`src/rtl/ritc_phase_scan_ctrl.sv`:
```
// ritc_phase_scan_ctrl
//   Sequences a RITC clock-phase scan. It steps CLK_PS through the MMCM dynamic
//   phase-shift port and issues a scan request at each step. It samples the
//   synchronized clock and VCDL bits and records the first 0->1 edge of each.
//   After the sweep it walks the MMCM back to its starting phase.
//   Everything runs in the user_clk_i domain.
//
// Optional feature macro: RITC_PS_MAJORITY_EN
//   When defined, each step runs three scan/settle/sample passes. The value
//   used for edge detection is the bitwise 2-of-3 majority of the passes.
//
// Ports
//   user_clk_i              system clock, also the MMCM PSCLK
//   user_rst_n_i            asynchronous active-low reset
//   start_i                 start pulse, honoured only when idle
//   abort_i                 abort pulse; ends the sweep early and restores phase
//   ps_en_o, ps_incdec_o    MMCM PSEN pulse and PSINCDEC (1 = increment)
//   ps_done_i               MMCM PSDONE
//   scan_o                  one-cycle scan request to the phase scanner
//   clk_q_i, vcdl_q_i       synchronized samples from the phase scanner
//   busy_o, done_o          sweep in progress / end-of-sweep pulse
//   timeout_o               sticky flag; PSDONE did not arrive in time
//   edge_found_o            per-channel edge-found flags
//   edge_pos0/1/2_o         step index of the first 0->1 edge per channel
//   vcdl_pos_o              step index of the first VCDL 0->1 edge (0 = none)
module ritc_phase_scan_ctrl #(
    parameter int unsigned NSTEPS     = 1024,
    parameter int unsigned STEP_BITS  = 11,
    parameter int unsigned SETTLE     = 8,
    parameter int unsigned PS_TIMEOUT = 255
) (
    input  logic                 user_clk_i,
    input  logic                 user_rst_n_i,
    input  logic                 start_i,
    input  logic                 abort_i,
    output logic                 ps_en_o,
    output logic                 ps_incdec_o,
    input  logic                 ps_done_i,
    output logic                 scan_o,
    input  logic [2:0]           clk_q_i,
    input  logic                 vcdl_q_i,
    output logic                 busy_o,
    output logic                 done_o,
    output logic                 timeout_o,
    output logic [2:0]           edge_found_o,
    output logic [STEP_BITS-1:0] edge_pos0_o,
    output logic [STEP_BITS-1:0] edge_pos1_o,
    output logic [STEP_BITS-1:0] edge_pos2_o,
    output logic [STEP_BITS-1:0] vcdl_pos_o
);

    localparam int unsigned SetW = $clog2(SETTLE + 1);
    localparam int unsigned ToW  = $clog2(PS_TIMEOUT + 1);

    localparam logic [STEP_BITS-1:0] LastStep   = STEP_BITS'(NSTEPS - 1);
    localparam logic [SetW-1:0]      SettleLoad = SetW'(SETTLE);
    localparam logic [ToW-1:0]       ToLoad     = ToW'(PS_TIMEOUT);

    typedef enum logic [3:0] {
        StIdle, StScan, StSettle, StSample, StShift,
        StWaitPs, StReturn, StRwait, StFinish
    } state_e;

    state_e               state_q, state_d;
    logic [STEP_BITS-1:0] step_q, step_d;
    logic [STEP_BITS-1:0] shifted_q, shifted_d;
    logic [SetW-1:0]      settle_q, settle_d;
    logic [ToW-1:0]       tmo_q, tmo_d;
    logic                 abort_pend_q, abort_pend_d;
    logic [3:0]           prev_q, prev_d;      // {vcdl, clk[2:0]} from previous step
    logic [2:0]           found_q, found_d;
    logic [STEP_BITS-1:0] pos_q [3];
    logic [STEP_BITS-1:0] pos_d [3];
    logic [STEP_BITS-1:0] vpos_q, vpos_d;
    logic                 timeout_q, timeout_d;
    logic [3:0]           cur_raw, cur;

    assign cur_raw = {vcdl_q_i, clk_q_i};

`ifdef RITC_PS_MAJORITY_EN
    logic [1:0] pass_q, pass_d;
    logic [3:0] samp0_q, samp0_d;
    logic [3:0] samp1_q, samp1_d;

    // The third pass is taken live in SAMPLE; the first two are held.
    assign cur = (samp0_q & samp1_q) | (samp0_q & cur_raw) | (samp1_q & cur_raw);
`else
    assign cur = cur_raw;
`endif

    always_comb begin
        state_d      = state_q;
        step_d       = step_q;
        shifted_d    = shifted_q;
        settle_d     = settle_q;
        tmo_d        = tmo_q;
        abort_pend_d = abort_pend_q;
        prev_d       = prev_q;
        found_d      = found_q;
        pos_d        = pos_q;
        vpos_d       = vpos_q;
        timeout_d    = timeout_q;
`ifdef RITC_PS_MAJORITY_EN
        pass_d       = pass_q;
        samp0_d      = samp0_q;
        samp1_d      = samp1_q;
`endif

        case (state_q)
            StIdle: begin
                if (start_i) begin
                    found_d      = '0;
                    pos_d        = '{default: '0};
                    vpos_d       = '0;
                    timeout_d    = 1'b0;
                    step_d       = '0;
                    shifted_d    = '0;
                    prev_d       = '0;
                    abort_pend_d = 1'b0;
`ifdef RITC_PS_MAJORITY_EN
                    pass_d       = '0;
`endif
                    state_d      = StScan;
                end
            end
            StScan: begin
                settle_d = SettleLoad;
                state_d  = abort_i ? StReturn : StSettle;
            end
            StSettle: begin
                if (abort_i) begin
                    state_d = StReturn;
                end else if (settle_q <= SetW'(1)) begin
`ifdef RITC_PS_MAJORITY_EN
                    if (pass_q == 2'd0) begin
                        samp0_d = cur_raw;
                        pass_d  = 2'd1;
                        state_d = StScan;
                    end else if (pass_q == 2'd1) begin
                        samp1_d = cur_raw;
                        pass_d  = 2'd2;
                        state_d = StScan;
                    end else begin
                        state_d = StSample;
                    end
`else
                    state_d = StSample;
`endif
                end else begin
                    settle_d = settle_q - SetW'(1);
                end
            end
            StSample: begin
                // Step 0 only seeds prev; an edge needs a real predecessor.
                for (int c = 0; c < 3; c++) begin
                    if (step_q != '0 && !prev_q[c] && cur[c] && !found_q[c]) begin
                        found_d[c] = 1'b1;
                        pos_d[c]   = step_q;
                    end
                end
                if (step_q != '0 && !prev_q[3] && cur[3] && vpos_q == '0) begin
                    vpos_d = step_q;
                end
                prev_d = cur;
`ifdef RITC_PS_MAJORITY_EN
                pass_d = '0;
`endif
                if (abort_i || step_q == LastStep) begin
                    state_d = StReturn;
                end else begin
                    state_d = StShift;
                end
            end
            StShift: begin
                // An abort here suppresses the PSEN pulse (see ps_en_o).
                if (abort_i) begin
                    state_d = StReturn;
                end else begin
                    tmo_d        = ToLoad;
                    abort_pend_d = 1'b0;
                    state_d      = StWaitPs;
                end
            end
            StWaitPs: begin
                if (abort_i) begin
                    abort_pend_d = 1'b1;
                end
                if (ps_done_i) begin
                    step_d    = step_q + STEP_BITS'(1);
                    shifted_d = shifted_q + STEP_BITS'(1);
                    state_d   = (abort_pend_q || abort_i) ? StReturn : StScan;
                end else if (tmo_q == '0) begin
                    timeout_d = 1'b1;
                    state_d   = StFinish;
                end else begin
                    tmo_d = tmo_q - ToW'(1);
                end
            end
            StReturn: begin
                if (shifted_q == '0) begin
                    state_d = StFinish;
                end else begin
                    tmo_d   = ToLoad;
                    state_d = StRwait;
                end
            end
            StRwait: begin
                if (ps_done_i) begin
                    shifted_d = shifted_q - STEP_BITS'(1);
                    state_d   = StReturn;
                end else if (tmo_q == '0) begin
                    timeout_d = 1'b1;
                    state_d   = StFinish;
                end else begin
                    tmo_d = tmo_q - ToW'(1);
                end
            end
            StFinish: state_d = StIdle;
            default:  state_d = StIdle;
        endcase
    end

    always_ff @(posedge user_clk_i or negedge user_rst_n_i) begin
        if (!user_rst_n_i) begin
            state_q      <= StIdle;
            step_q       <= '0;
            shifted_q    <= '0;
            settle_q     <= '0;
            tmo_q        <= '0;
            abort_pend_q <= 1'b0;
            prev_q       <= '0;
            found_q      <= '0;
            pos_q        <= '{default: '0};
            vpos_q       <= '0;
            timeout_q    <= 1'b0;
`ifdef RITC_PS_MAJORITY_EN
            pass_q       <= '0;
            samp0_q      <= '0;
            samp1_q      <= '0;
`endif
        end else begin
            state_q      <= state_d;
            step_q       <= step_d;
            shifted_q    <= shifted_d;
            settle_q     <= settle_d;
            tmo_q        <= tmo_d;
            abort_pend_q <= abort_pend_d;
            prev_q       <= prev_d;
            found_q      <= found_d;
            pos_q        <= pos_d;
            vpos_q       <= vpos_d;
            timeout_q    <= timeout_d;
`ifdef RITC_PS_MAJORITY_EN
            pass_q       <= pass_d;
            samp0_q      <= samp0_d;
            samp1_q      <= samp1_d;
`endif
        end
    end

    // SHIFT and RETURN each last one cycle, so PSEN is naturally a single pulse.
    assign ps_en_o      = (state_q == StShift && !abort_i) ||
                          (state_q == StReturn && shifted_q != '0);
    assign ps_incdec_o  = (state_q != StReturn);
    assign scan_o       = (state_q == StScan);
    assign busy_o       = (state_q != StIdle) && (state_q != StFinish);
    assign done_o       = (state_q == StFinish);
    assign timeout_o    = timeout_q;
    assign edge_found_o = found_q;
    assign edge_pos0_o  = pos_q[0];
    assign edge_pos1_o  = pos_q[1];
    assign edge_pos2_o  = pos_q[2];
    assign vcdl_pos_o   = vpos_q;

endmodule

```
`config.mk`:
```
export PLATFORM = sky130hd
export DESIGN_NAME = ritc_phase_scan_ctrl
export DESIGN_NICKNAME = d
export VERILOG_FILES = /design/src/rtl/ritc_phase_scan_ctrl.sv
export SDC_FILE = /design/constraint.sdc
export NUM_CORES = 1
export LEC_CHECK = 0
export BUFFER_PORTS_ARGS = -buffer_cell sky130_fd_sc_hd__buf_2
export CORE_AREA = 2 2 96 98
export DETAILED_ROUTE_END_ITERATION = 8
export DIE_AREA = 0 0 98 100
export PLACE_DENSITY = 0.75
export SETUP_SLACK_MARGIN = 0.2
export SLEW_MARGIN = 20
export SYNTH_ARGS = -nofsm -noshare
export SYNTH_HDL_FRONTEND = slang
export SYNTH_SLANG_ARGS = --single-unit
```
`constraint.sdc`:
```
create_clock -name user_clk_i -period 3.1 [get_ports user_clk_i]
set_clock_uncertainty 0.05 [all_clocks]
set_input_delay 0.155 -clock user_clk_i [delete_from_list [all_inputs] [get_ports user_clk_i]]
set_output_delay 0.155 -clock user_clk_i [all_outputs]
set_load 0.01 [all_outputs]
```
==> impl_results.md <==
- Status: complete, no violations
- P&R area growth vs syn: 13.2%
- Total die area: 0.00980 mm^2
- Hold slack: 24.0 ps
- Cts bufs inserted: 9
- Setup TNS Final: 0 ps
- Worst-margin pin slew: 883 ps
- Initial core utilization: 53.8%
- Routability cong.: roughly 0.86
- Asr flop ratio synth: 100%
- Clock insertion delay at the later pin of the skew report: 350 ps
- Unrepaired setup endpoints after global routing: false
- Top cell type's share of synthesized area: between 40 and 50%
- Crit-path cells: nand4b_4, xnor2_1, ha_1, o211ai_1, a221oi_4, o311a_1, a311o_1
- Post-route cell area: 0.00542 mm^2
- Critical path arrival: 2770 ps
- Slowest cell on the critical path: dfrtp_1
- Post-synth EDFFs: 0
- Synth area leader: dfrtp_1
- PD cells: 827 mW/mm^2
- Peak VDD IR: 0.454 mV
- Placed insts: 684
- Final routed DRC violation total: 0
- Post-route ant nets: 0
- Clock slew at reported path FFs: 90 ps
- Most used flip-flop cell after synthesis: dfrtp_1
- Cell variety after synth: 61
- Syn Area/Cell: about 8.9 um^2
- Antenna violations before repair: 0
- Critical path type: flip-flop to flip-flop
- Pre-antenna DRT Iters: 6
- Mapped Area: between 0.004 and 0.005 mm^2
- Peak Freq: 387 MHz
- Final Setup Violations: 0
- Largest net degree at the start of global routing: 70
- Min Tclk post-route: 2580 ps
- Max clock buf depth: 2
- Vias in the first global route: 3,987
- Top Layer Used: met4
- Dpl ws: 546 ps
- Util after Layout: 61.0%
- Max-slew violation count: 0
- CP Capture Type: flip-flop
- M1 wire length: 4970 um
- Register Area: 0.00228 mm^2
- # fillers: around 780
- Max_slew headroom: 41.1%
- Final Hold Fails: 0
- Core ar.: 0.00889 mm^2
- Fraction of layout cells with a size suffix above 1: roughly 18%
- Dominant delay contributor by cell family on the critical path: compound AO/OA/AOI/OAI gates
- Tcrit/Tclk final: 83.3%
- Post-CTS Resized: 0
- CTS Sinks: 91
- Met3 Routed Length: 573 um
- Lkg Pwr: 2.52 nW
- # port buffers: 61
- Total Power: 4.48 mW
- Flops & latches, synth: 91
- Non-Filler Instances: 703
- ANT cells: 0
- Critical path startpoint category: flip-flop
- Core Rows: 35
- Vias: about 4,200
- Io pins: 62
- Die Height: roughly 100 um
- Crit-path max cell delay: 520 ps
- Post-detail-place hpwl: 8000 um
- Final worst slack: 518 ps
- First-pass GRT wire length: 19,000 um
- MaxCap Viol Count: 0
- Req. time, crit path: 3290 ps
- Cells after synthesis: 538
- Grt ovf: 0
- DR WL/cell: between 15 and 20 um
- Crit Path Max Fanout: 18
- Wire length on met2: 5610 um
- CTS tree: done
- Nets@finish: 604
- H-tree depth: 3
- Root buffer cell: clkbuf_8
- Number of DRC markers in iteration 0: 295
- Multi-input gate area: 0.00223 mm^2
- GRT Overall Usage: 23.8%
- Die width: 98 um
- Final WL: 11,400 um
- Yosys warning count: 0
- CP bufs+invs: 0
- Vias/cell: 5.93
- Syn Nets: 555
- Type of the tightest min-delay check: input pin to flip-flop
- DP Area: just over 0.005 mm^2
- Seq/Total Area, Yosys: 47.6%
- Synth area leaders: dfrtp_1 (48%), o21ai_0 (6.8%), nand3_1 (5.1%)
==> worst reg2reg max path, cell delays in order, from the launching register on <==
cell      delay, ps
dfrtp_1         520
nand4b_4        400
xnor2_1         220
ha_1            280
o211ai_1        280
a221oi_4        110
o311a_1         330
a311o_1         260
==> report_power, final <==
| group | switching, mW | total [mW] | leakage [nW] | internal, mW |
|---|---|---|---|---|
| clock network | 0.438 | 0.923 | 0.114 | 0.485 |
| registers | 0.298 | 1.74 | 1.20 | 1.44 |
| logic | 1.11 | 1.82 | 1.21 | 0.711 |
| total | 1.84 | 4.48 | 2.52 | 2.64 |
==> what timing repair did <==
item / in CTS / in global routing
hold buffers: 3 / 0
setup buffers: 0 / 0
endpoints found under the hold margin: 69 / 0
==> cell usage in the layout (no fill, tap or decap), types with 4 or more instances in the layout <==
cell type / n
nor3_1: 12
o21ai_0: 65
nor4_1: 6
inv_1: 30
or3_1: 11
or2_2: 6
a22o_1: 9
nand4_1: 5
xor2_1: 4
dfrtp_1: 91
buf_4: 12
nand2_1: 57
xnor2_1: 9
o31ai_1: 7
nand2b_1: 5
and3_1: 5
a21oi_1: 18
nand3_1: 49
nor2_1: 39
ha_1: 8
buf_2: 60
clkbuf_8: 10
or4_1: 6
a31oi_1: 6
==> synthesized netlist by cell type, drive strengths merged, types with 2 or more instances <==
cell type	number
a21oi	18
a221oi	2
a22o	9
a22oi	3
a31o	2
a31oi	6
and2	2
and3	5
buf	8
clkbuf	29
dfrtp	91
ha	8
inv	31
nand2	57
nand2b	5
nand3	49
nand4	5
nand4b	2
nand4bb	2
nor2	39
nor3	12
nor3b	3
nor4	6
nor4b	2
o211ai	4
o21ai	66
o221ai	2
o22a	3
o22ai	3
o31ai	7
o32ai	2
or2	6
or3	11
or4	8
xnor2	9
xor2	4
==> layer usage <==
layer | vias to the layer above | GRT usage, %
met5 | - | 0
met1 | 2018 | 31.7
met2 | 124 | 40.0
met3 | 18 | 3.83
met4 | 0 | 8.33
li1 | 2012 | -
==> sequential cells by signal (all words and copies together) (netlist names) <==
signal	flops
edge_pos1_o	11
vcdl_pos_o	11
shifted_q	11
prev_q	4
tmo_q	8
state_q	4
edge_found_o	3
abort_pend_q	1
settle_q	4
timeout_o	1
edge_pos2_o	11
step_q	11
edge_pos0_o	11
==> cells by family after synthesis <==
kind of cell    count (synthesis)  share of synthesized area (%)
compound gates                138                           18.5
buf+inv                        68                           5.78
xor+xnor                       13                           2.38
fa+ha+maj                       8                           2.09
simple gates                  218                           23.2
flops                          91                           47.6
mux                             2                          0.444
==> path summary, 6_finish.rpt <==
kind | slack (ps) | cells after the start | end | start
setup / recovery | 520 | 7 | shifted_q[10]$_DFFE_PN0P_ | state_q[3]$_DFFE_PN0P_
hold / removal | 20 | 2 | prev_q[0]$_DFFE_PN0P_ | clk_q_i[0]
setup reg to reg | 520 | 7 | shifted_q[10]$_DFFE_PN0P_ | state_q[3]$_DFFE_PN0P_
hold reg to reg | 440 | 2 | timeout_o$_DFFE_PN0P_ | timeout_o$_DFFE_PN0P_
max in group asynchronous | 1860 | 3 | prev_q[3]$_DFFE_PN0P_ | user_rst_n_i
min in group asynchronous | 400 | 2 | tmo_q[7]$_DFFE_PN0P_ | user_rst_n_i
==> final cells by class <==
class                      count  area share, %
sequential                    91           42.0
multi-input combinational    379           41.2
timing repair buffer          75           7.76
tap                          111           2.56
clock buffer                  10           2.54
inverter                      31           2.19
clock inverter                 6           1.73
(Power assumes the default switching activity.)
